### config.mk
export PLATFORM = sky130hd
export DESIGN_NAME = freq_div_ratio_sched
export DESIGN_NICKNAME = d
export VERILOG_FILES = /design/src/rtl/freq_div_ratio_sched_pkg.sv /design/src/rtl/freq_div_ratio_sched_rr_arbiter.sv /design/src/rtl/freq_div_ratio_sched.sv
export SDC_FILE = /design/constraint.sdc
export NUM_CORES = 1
export LEC_CHECK = 0
export BUFFER_PORTS_ARGS = -buffer_cell sky130_fd_sc_hd__buf_2
export CAP_MARGIN = 10
export CORE_MARGIN = 1
export CORE_UTILIZATION = 30
export CTS_CLUSTER_SIZE = 10
export DETAILED_ROUTE_END_ITERATION = 10
export HOLD_SLACK_MARGIN = 0.1
export PLACE_DENSITY = 0.56
export SYNTH_ARGS = -nofsm -noshare
export SYNTH_HDL_FRONTEND = slang
export SYNTH_SLANG_ARGS = --single-unit
### constraint.sdc
create_clock -name clk_i -period 4.4 [get_ports clk_i]
set_clock_uncertainty 0.05 [all_clocks]
set_input_delay 0.44 -clock clk_i [delete_from_list [all_inputs] [get_ports clk_i]]
set_output_delay 0.44 -clock clk_i [all_outputs]
set_load 0.01 [all_outputs]
### src/rtl/freq_div_ratio_sched_pkg.sv
// Shared definitions for the ratio-scheduled clock-enable divider.
//   CW_DEF      : default ratio/counter width
//   DEF_DIV_DEF : default ratio in effect after reset
//   state_e     : scheduler FSM states
package freq_div_ratio_sched_pkg;

  localparam int CW_DEF      = 7;
  localparam int DEF_DIV_DEF = 8;

  typedef enum logic [1:0] {
    IDLE      = 2'd0,
    RUN       = 2'd1,
    PEND      = 2'd2,
    IDLE_PEND = 2'd3
  } state_e;

  // The period counter only advances in these states.
  function automatic logic is_running(input state_e s);
    return (s == RUN) || (s == PEND);
  endfunction

endpackage

### src/rtl/freq_div_ratio_sched_rr_arbiter.sv
// Round-robin arbiter for ratio-change requests.
//   clk_i, rst_ni : clock, async active-low reset
//   req_i         : per-requester request (already masked by the caller)
//   advance_i     : the current winner is consumed; move priority past it
//   gnt_o         : one-hot winner (combinational)
//   idx_o         : binary index of the winner
//   valid_o       : some requester is asserting
module freq_div_ratio_sched_rr_arbiter #(
  parameter int NREQ = 4
) (
  input  logic                    clk_i,
  input  logic                    rst_ni,
  input  logic [NREQ-1:0]         req_i,
  input  logic                    advance_i,
  output logic [NREQ-1:0]         gnt_o,
  output logic [$clog2(NREQ)-1:0] idx_o,
  output logic                    valid_o
);

  localparam int IW = $clog2(NREQ);

  logic [IW-1:0] ptr_q, ptr_d;
  logic          found;

  function automatic int rot(input int p, input int i);
    return (p + i) % NREQ;
  endfunction

  // Search starts at ptr_q, the requester after the last one consumed.
  always_comb begin
    gnt_o = '0;
    idx_o = '0;
    found = 1'b0;
    for (int i = 0; i < NREQ; i++) begin
      if (!found && req_i[rot(int'(ptr_q), i)]) begin
        found = 1'b1;
        gnt_o[rot(int'(ptr_q), i)] = 1'b1;
        idx_o = IW'(rot(int'(ptr_q), i));
      end
    end
  end

  assign valid_o = found;

  always_comb begin
    ptr_d = ptr_q;
    if (advance_i && found) begin
      ptr_d = (idx_o == IW'(NREQ - 1)) ? '0 : idx_o + 1'b1;
    end
  end

  always_ff @(posedge clk_i or negedge rst_ni) begin
    if (!rst_ni) ptr_q <= '0;
    else         ptr_q <= ptr_d;
  end

endmodule

### src/rtl/freq_div_ratio_sched.sv
// Programmable clock-enable divider whose ratio is shared by NREQ clients.
// Ratio changes are arbitrated round-robin, held one deep, and applied only
// at a period boundary so no runt period is ever produced.
//   clk_i, rst_ni : clock, async active-low reset
//   en_i          : 1 = divider running
//   req_i/div_in_i: per-requester ratio-change request and requested ratio
//   gnt_o, err_o  : 1-cycle service pulse (err_o when ratio 0 was rejected)
//   tick_o        : last cycle of each divided period
//   clkout_o      : divided clock, toggles once per tick
//   cur_div_o     : ratio in effect
//   busy_o        : an update is pending
//
// state     | meaning
// IDLE      | stopped, nothing pending
// RUN       | counting, nothing pending, arbiter live
// PEND      | counting, update waits for the end of the period
// IDLE_PEND | stopped, update applied on the next edge
module freq_div_ratio_sched
  import freq_div_ratio_sched_pkg::*;
#(
  parameter int NREQ    = 4,
  parameter int CW      = CW_DEF,
  parameter int DEF_DIV = DEF_DIV_DEF
) (
  input  logic               clk_i,
  input  logic               rst_ni,
  input  logic               en_i,
  input  logic [NREQ-1:0]    req_i,
  input  logic [NREQ*CW-1:0] div_in_i,
  output logic [NREQ-1:0]    gnt_o,
  output logic               err_o,
  output logic               tick_o,
  output logic               clkout_o,
  output logic [CW-1:0]      cur_div_o,
  output logic               busy_o
);

  localparam int IW = $clog2(NREQ);

  state_e          state_q, state_d;
  logic [CW-1:0]   count_q, count_d;
  logic [CW-1:0]   cur_div_q, cur_div_d;
  logic [CW-1:0]   pend_div_q, pend_div_d;
  logic [IW-1:0]   pend_id_q, pend_id_d;
  logic [NREQ-1:0] gnt_q, gnt_d;
  logic            err_q, err_d;
  logic            clkout_q;

  logic            tick;
  logic            capture;
  logic            apply;
  logic [NREQ-1:0] arb_gnt;
  logic [IW-1:0]   arb_idx;
  logic            arb_valid;

  assign tick = is_running(state_q) && (count_q == cur_div_q);

  // A requester still high during its own gnt cycle is masked for that cycle.
  freq_div_ratio_sched_rr_arbiter #(.NREQ(NREQ)) u_arb (
    .clk_i     (clk_i),
    .rst_ni    (rst_ni),
    .req_i     (req_i & ~gnt_q),
    .advance_i (capture),
    .gnt_o     (arb_gnt),
    .idx_o     (arb_idx),
    .valid_o   (arb_valid)
  );

  assign capture = arb_valid && ((state_q == IDLE) || (state_q == RUN));
  assign apply   = ((state_q == PEND) && tick) || (state_q == IDLE_PEND);

  always_comb begin
    state_d    = state_q;
    cur_div_d  = cur_div_q;
    pend_div_d = pend_div_q;
    pend_id_d  = pend_id_q;
    gnt_d      = '0;
    err_d      = 1'b0;

    if (capture) begin
      pend_div_d = div_in_i[int'(arb_idx)*CW +: CW];
      pend_id_d  = arb_idx;
    end

    if (apply) begin
      gnt_d = NREQ'(1) << pend_id_q;
      err_d = (pend_div_q == '0);
      if (pend_div_q != '0) cur_div_d = pend_div_q;
    end

    // Wrap on tick, and restart from 1 whenever stopped or stopping.
    if (is_running(state_q) && en_i && !tick) count_d = count_q + 1'b1;
    else                                      count_d = CW'(1);

    case (state_q)
      IDLE, RUN: begin
        if (capture) state_d = en_i ? PEND : IDLE_PEND;
        else         state_d = en_i ? RUN  : IDLE;
      end
      PEND: begin
        if (tick) state_d = en_i ? RUN  : IDLE;
        else      state_d = en_i ? PEND : IDLE_PEND;
      end
      IDLE_PEND: state_d = en_i ? RUN : IDLE;
      default:   state_d = IDLE;
    endcase
  end

  always_ff @(posedge clk_i or negedge rst_ni) begin
    if (!rst_ni) begin
      state_q    <= IDLE;
      count_q    <= CW'(1);
      cur_div_q  <= CW'(DEF_DIV);
      pend_div_q <= '0;
      pend_id_q  <= '0;
      gnt_q      <= '0;
      err_q      <= 1'b0;
      clkout_q   <= 1'b0;
    end else begin
      state_q    <= state_d;
      count_q    <= count_d;
      cur_div_q  <= cur_div_d;
      pend_div_q <= pend_div_d;
      pend_id_q  <= pend_id_d;
      gnt_q      <= gnt_d;
      err_q      <= err_d;
      if (tick) clkout_q <= ~clkout_q;
    end
  end

  assign gnt_o     = gnt_q;
  assign err_o     = err_q;
  assign tick_o    = tick;
  assign clkout_o  = clkout_q;
  assign cur_div_o = cur_div_q;
  assign busy_o    = (state_q == PEND) || (state_q == IDLE_PEND);

endmodule

Word-level counts from Yosys, hierarchy flattened:

Cells that the tools add are included.
Widths: inputs -> output; s select.

* logic and storage cells: 85
* input bits: 35
* register bits after elaboration: 33

* order comparisons: 4
* shift operators: 2
* equality and inequality tests: 5
* add/subtract/negate cells: 5
* bitwise operators: 6
* reductions and logical operators: 25
* $mul: 1
* mux-type cells: 28

Operator list (number)
* $shiftx 28x6->7: 1
* $mux 1: 14
* $mux 2: 7
* $lt 3x4->1 const B: 3
* $logic_and 1x1->1: 9
* $bmux 1 s2: 4
* $reduce_or 2->1: 4
* $add 7x1->7 const B: 1
* $eq 7x7->1: 1
* $logic_not 7->1: 1
* $mux 7: 1
* $reduce_bool 7->1: 1
* $eq 2x2->1 const B: 3
* $pmux 2 s3: 1
* $mul 2x3->5 const B: 1
* $add 2x1->2 const B: 2
* $add 2x2->2 const B: 2
* $and 4x4->4: 1
* $logic_not 1->1: 4
* $logic_or 1x1->1: 4
* $mux 4: 1
* $not 4->4: 1
* $shl 1x2->4 const A: 1
* $and 1x1->1 const A: 3
* other kinds (5): 5

Longest topological paths before layout:

* depth after elaboration: 17
* gate-level depth with buffers: 9

Modules after synthesis:

A second synthesis with hierarchy kept.

* cell total of the unflattened synthesis: 211
* area total of the unflattened synthesis: 2273.4 um^2

By module, submodules not included
* freq_div_ratio_sched: cells an instance 154, seq. area each 778.2 um^2, times used 1, area each 1779.2 um^2
* freq_div_ratio_sched_rr_arbiter: cells an instance 57, seq. area each 50.0 um^2, times used 1, area each 494.2 um^2

Least setup slack after synthesis:

Ideal clock, no wire load.

* path type: input -> register
* start point: input req_i[2]
* end point: register pend_div_q[4]
* arrival: 1.739 ns
* path slack: 2.482 ns
* required time: 4.221 ns
* stages: 6
* cells stage by stage: or2b_2 a41oi_1 buf_2 o21ai_0 a211oi_1 a211oi_1

* word-level cells in the longest chain between the ends: 15

Ends and longest elaborated chain
* start: declaration: line freq_div_ratio_sched.sv:28 `input logic [NREQ-1:0] req_i,`
* $and 4x4->4 *: line freq_div_ratio_sched.sv:62 `.req_i (req_i & ~gnt_q),`
* $bmux 1 s2: line freq_div_ratio_sched_rr_arbiter.sv:35 `if (!found && req_i[rot(int'(ptr_q), i)]) begin`
* $mux 1 (implied by the code): line freq_div_ratio_sched_rr_arbiter.sv:35
* $mux 1: line freq_div_ratio_sched_rr_arbiter.sv:35
* $logic_not 1->1: line freq_div_ratio_sched_rr_arbiter.sv:35
* $logic_and 1x1->1: line freq_div_ratio_sched_rr_arbiter.sv:35
* $mux 1: line freq_div_ratio_sched_rr_arbiter.sv:35
* $logic_not 1->1: line freq_div_ratio_sched_rr_arbiter.sv:35
* $logic_and 1x1->1: line freq_div_ratio_sched_rr_arbiter.sv:35
* $mux 1: line freq_div_ratio_sched_rr_arbiter.sv:35
* $logic_not 1->1: line freq_div_ratio_sched_rr_arbiter.sv:35
* $logic_and 1x1->1: line freq_div_ratio_sched_rr_arbiter.sv:35
* $mux 2: line freq_div_ratio_sched_rr_arbiter.sv:35
* $mul 2x3->5: line freq_div_ratio_sched.sv:81 `pend_div_d = div_in_i[int'(arb_idx)*CW +: CW];`
* $shiftx 28x6->7: line freq_div_ratio_sched.sv:81
* end signal: assignment: line freq_div_ratio_sched.sv:123 `pend_div_q <= pend_div_d;`
* end: declaration: line freq_div_ratio_sched.sv:43 `logic [CW-1:0] pend_div_q, pend_div_d;`

Mark *: on every way between the ends. The rest lies on a longest branch, timed or not. The select of a mux whose other input is x is not followed.
A chain may end at the register's enable or synchronous reset.

Worst setup path after layout:

* start point: register state_q[1]
* end point: output tick_o

* word-level cells in the longest chain between the ends: 3

Ends and longest elaborated chain
* start: declaration: line freq_div_ratio_sched.sv:40 `state_e state_q, state_d;`
* start signal: assignment: line freq_div_ratio_sched.sv:120 `state_q <= state_d;`
* $eq 2x1->1 / $eq 2x2->1 (equally long branches): line freq_div_ratio_sched_pkg.sv:19 `return (s == RUN) || (s == PEND);`
* $logic_or 1x1->1 *: line freq_div_ratio_sched_pkg.sv:19
* $logic_and 1x1->1 *: line freq_div_ratio_sched.sv:56 `assign tick = is_running(state_q) && (count_q == cur_div_q);`
* end: declaration: line freq_div_ratio_sched.sv:32 `output logic tick_o,`

Mark *: on every way between the ends. The rest lies on a longest branch, timed or not.

==> metrics.cfg <==
[status]
outcome=finished, final reports clean

[logic_synthesis]
synthDominantAreaCellType=sky130_fd_sc_hd__dfrtp_1
synth.cell_area_sq_um=1890
ys_types=46
synthFlopType=sky130_fd_sc_hd__dfrtp_1
synth_fp_nets=225
yosysWarningCount=0
postSynthRegisterBits=33
synth-async-reset-ratio_pct=100
synth_top_area_share_pct=41.0
biggest_area_contributors_in_the_synthesized_netlist=sky130_fd_sc_hd__dfrtp_1 41%, sky130_fd_sc_hd__xnor2_1 5.1%, sky130_fd_sc_hd__nor2_1 4.8%, sky130_fd_sc_hd__mux2i_1 4.2%, sky130_fd_sc_hd__a211oi_1 4.0%
yosys-top-cells-count=31 x sky130_fd_sc_hd__dfrtp_1, 24 x sky130_fd_sc_hd__nor2_1, 11 x sky130_fd_sc_hd__nand2_1, 11 x sky130_fd_sc_hd__xnor2_1, 10 x sky130_fd_sc_hd__a211oi_1
post_synth_inst_count=185
syn_avg_cell_area_sq_um=10.2
synth_seq_area_share_pct=43.8
synth.most_common_cell=sky130_fd_sc_hd__dfrtp_1
number_of_enable_type_register_cells_in_the_synthesized_netlist=0

[route]
dr_total_vias=1530
ant_nets=0
viasPerCell=4.92
detail_route.wl_per_cell_um=14.5
drt_first_pass_iters=4
drt_first_iter_violations=62
drt_drc_violations_left=0
detail_route.wirelength_mm=4.52

[timing]
maxClockFrequency_ghz=0.436
worstMarginPinSlew_ns=0.747
post-route-period-util_pct=52.1
finalSetupViolations=0
setup-tns-final_ns=0
timing_hold_violations_final=0
period_needed_ns=2.29
slew_violations=0
rsz_0062_raised_after_global_routing=false
max_slew_margin_pct=50.2

[layout]
layout.nets=275
nFillCells=627
proportion_of_layout_cells_with_a_drive_suffix_above_1_pct=30.5
num_antenna_cells=0
flow.area_growth_from_synthesis_pct=19.2
finalCoreUtilization_pct=37.7
post_layout_nonfiller_instances=311

[clock_network]
cts-resized-gates=0
worst_skew_pair.late_latency_ns=0.29
clock_slew_at_the_register_clock_pins_of_the_worst_setup_and_hold_paths_ns=0.07
clock_tree.buffer_depth=2
clock_sink_count=33
cts_setup_buffers=0
clock-root-buffer=sky130_fd_sc_hd__clkbuf_8
cts_made_buffers=5
htreeDepth=2
tritoncts=yes
postCtsHoldBufs=0

[placed_design]
portBuffers=49
finalWeightedCongestion=0.741
dpl.cell_count=302
place.detailed.hpwl_mm=3.39

[global_routing]
global_route_wire_length_before_repair_mm=7.31
grt_start_max_net_pins=34
grt.met2_usage_pct=24.2
gr-usage-met3_pct=3.22
grt_antenna_before_repair=0
first_global_vias=1516
globalRouteTotalUtil_pct=15.1
met1_grt_util_pct=19.9
grt_most_used_layer=met2
grt_overflow=0

[floorplanning]
die_w_um=81.4
rows=28
core_area_sq_um=5990
start_util_pct=31.6
io_pins=50
dieHeight_um=81.4
die_area_sq_um=6630

[worst_setup_path]
worstSetupStartpointType=flip-flop
worst_r2r_endpoint=pend_div_q[4]
reg2reg_slack_ns=2.19
critical_path.endpoint_type=output port
cp.depth=5
timing.rr.start=u_arb.ptr_q[1]
startpoint=state_q[1]
cp_slowest_cell=sky130_fd_sc_hd__dfrtp_1
critical-path-top-delay-family=simple AND/OR/NAND/NOR gates
critical_path.n_buffers_inverters=2
worst_path_max_stage_delay_ns=0.38
worstRegToRegCells=5
path_max_fanout=5
critical_path.endpoint=tick_o
worst_ep_required_time_ns=3.91
critical_path_arrival_ns=1.80
setup.worst_path.class=flip-flop to output port
path_cells=inv_1, ha_1, nand4_1, nor2_1, buf_2

[pwr]
power_density_nw_per_um2=673
irDropWorstVdd_mv=0.172
total_leakage_power_nw=1.05

[flow_run]
max_cap_viols=0

[min_path]
class_of_the_tightest_hold_or_removal_check=input port to async pin

-- power by group --
group | switching [W] | leakage (nW) | internal, W
Sequential | 0.000125 | 0.408 | 0.000429
Combinational | 0.000403 | 0.599 | 0.000335
Clock | 0.000118 | 0.0439 | 0.000109
-- cell type report --
class,count,area (sq um),area share [%]
tap,75,93.8,4.16
sequential,33,828,36.7
inverter,5,18.8,0.832
timing repair buffer,51,260,11.5
clock inverter,3,17.5,0.776
multi-input combinational,139,968,42.9
clock buffer,5,68.8,3.05
-- per-layer routing --
layer	part of all wire, %	vias to the layer above
met4	1.5	0
met5	0	-
met2	48	37
li1	-	767
met3	3.9	5
met1	47	721
-- cell usage in the layout (no fill, tap or decap), types with 3 or more instances in the layout --
cell type	n
sky130_fd_sc_hd__nand2b_1	3
sky130_fd_sc_hd__o21ai_0	9
sky130_fd_sc_hd__ha_1	5
sky130_fd_sc_hd__nor3_1	3
sky130_fd_sc_hd__xor2_1	3
sky130_fd_sc_hd__a22o_1	8
sky130_fd_sc_hd__a211oi_1	10
sky130_fd_sc_hd__nor2b_1	3
sky130_fd_sc_hd__nor2_1	24
sky130_fd_sc_hd__mux2i_1	8
sky130_fd_sc_hd__clkbuf_8	5
sky130_fd_sc_hd__xnor2_1	11
sky130_fd_sc_hd__dfrtp_1	31
sky130_fd_sc_hd__nand3_1	9
sky130_fd_sc_hd__inv_1	5
sky130_fd_sc_hd__buf_2	49
sky130_fd_sc_hd__nand2_1	11
sky130_fd_sc_hd__a21oi_1	3
-- worst min path at each step --
stage	from	endpoint	slack (ns)	depth (start not counted)
after floorplan	rst_ni	clkout_o	0.09	0
after global placement	clkout_o	clkout_o	0.40	1
after detailed placement	clkout_o	clkout_o	0.40	1
after CTS	rst_ni	err_o	0.19	1
after global routing	rst_ni	state_q[1]	0.22	1
final	rst_ni	clkout_o	0.17	1
-- cell families after synthesis --
logic type / count (synthesis) / share of synthesized area, %
adder cells (fa/ha/maj): 5 / 3.30
XOR/XNOR: 14 / 6.48
multiplexers: 8 / 4.23
flip-flops: 33 / 43.8
buffers and inverters: 13 / 5.09
AND/OR/NAND/NOR: 68 / 18.2
AO/OA/AOI/OAI: 44 / 19.0
-- per-stage QoR --
step | power (W) | hold slack (ns) | instance area [sq um] | setup slack, ns
5_1_grt | 0.00165 | 0.216 | 2260 | 1.93
4_1_cts | 0.00153 | 0.190 | 2250 | 1.85
3_3_place_gp | 0.00128 | 0.401 | 2160 | 1.82
2_1_floorplan | 0.00113 | 0.0944 | 1890 | 2.48
3_5_place_dp | 0.00130 | 0.402 | 2160 | 1.76
6_report | 0.00152 | 0.173 | 2260 | 2.11
-- state kept, by name, summed over array words and instances (netlist names) --
name	count
clkout_o	1
pend_id_q	2
err_o	1
cur_div_o	7
state_q	2
gnt_o	4
u_arb.ptr_q	2
count_q	7
pend_div_q	7
Note: power is estimated with default switching activity, not from simulation.
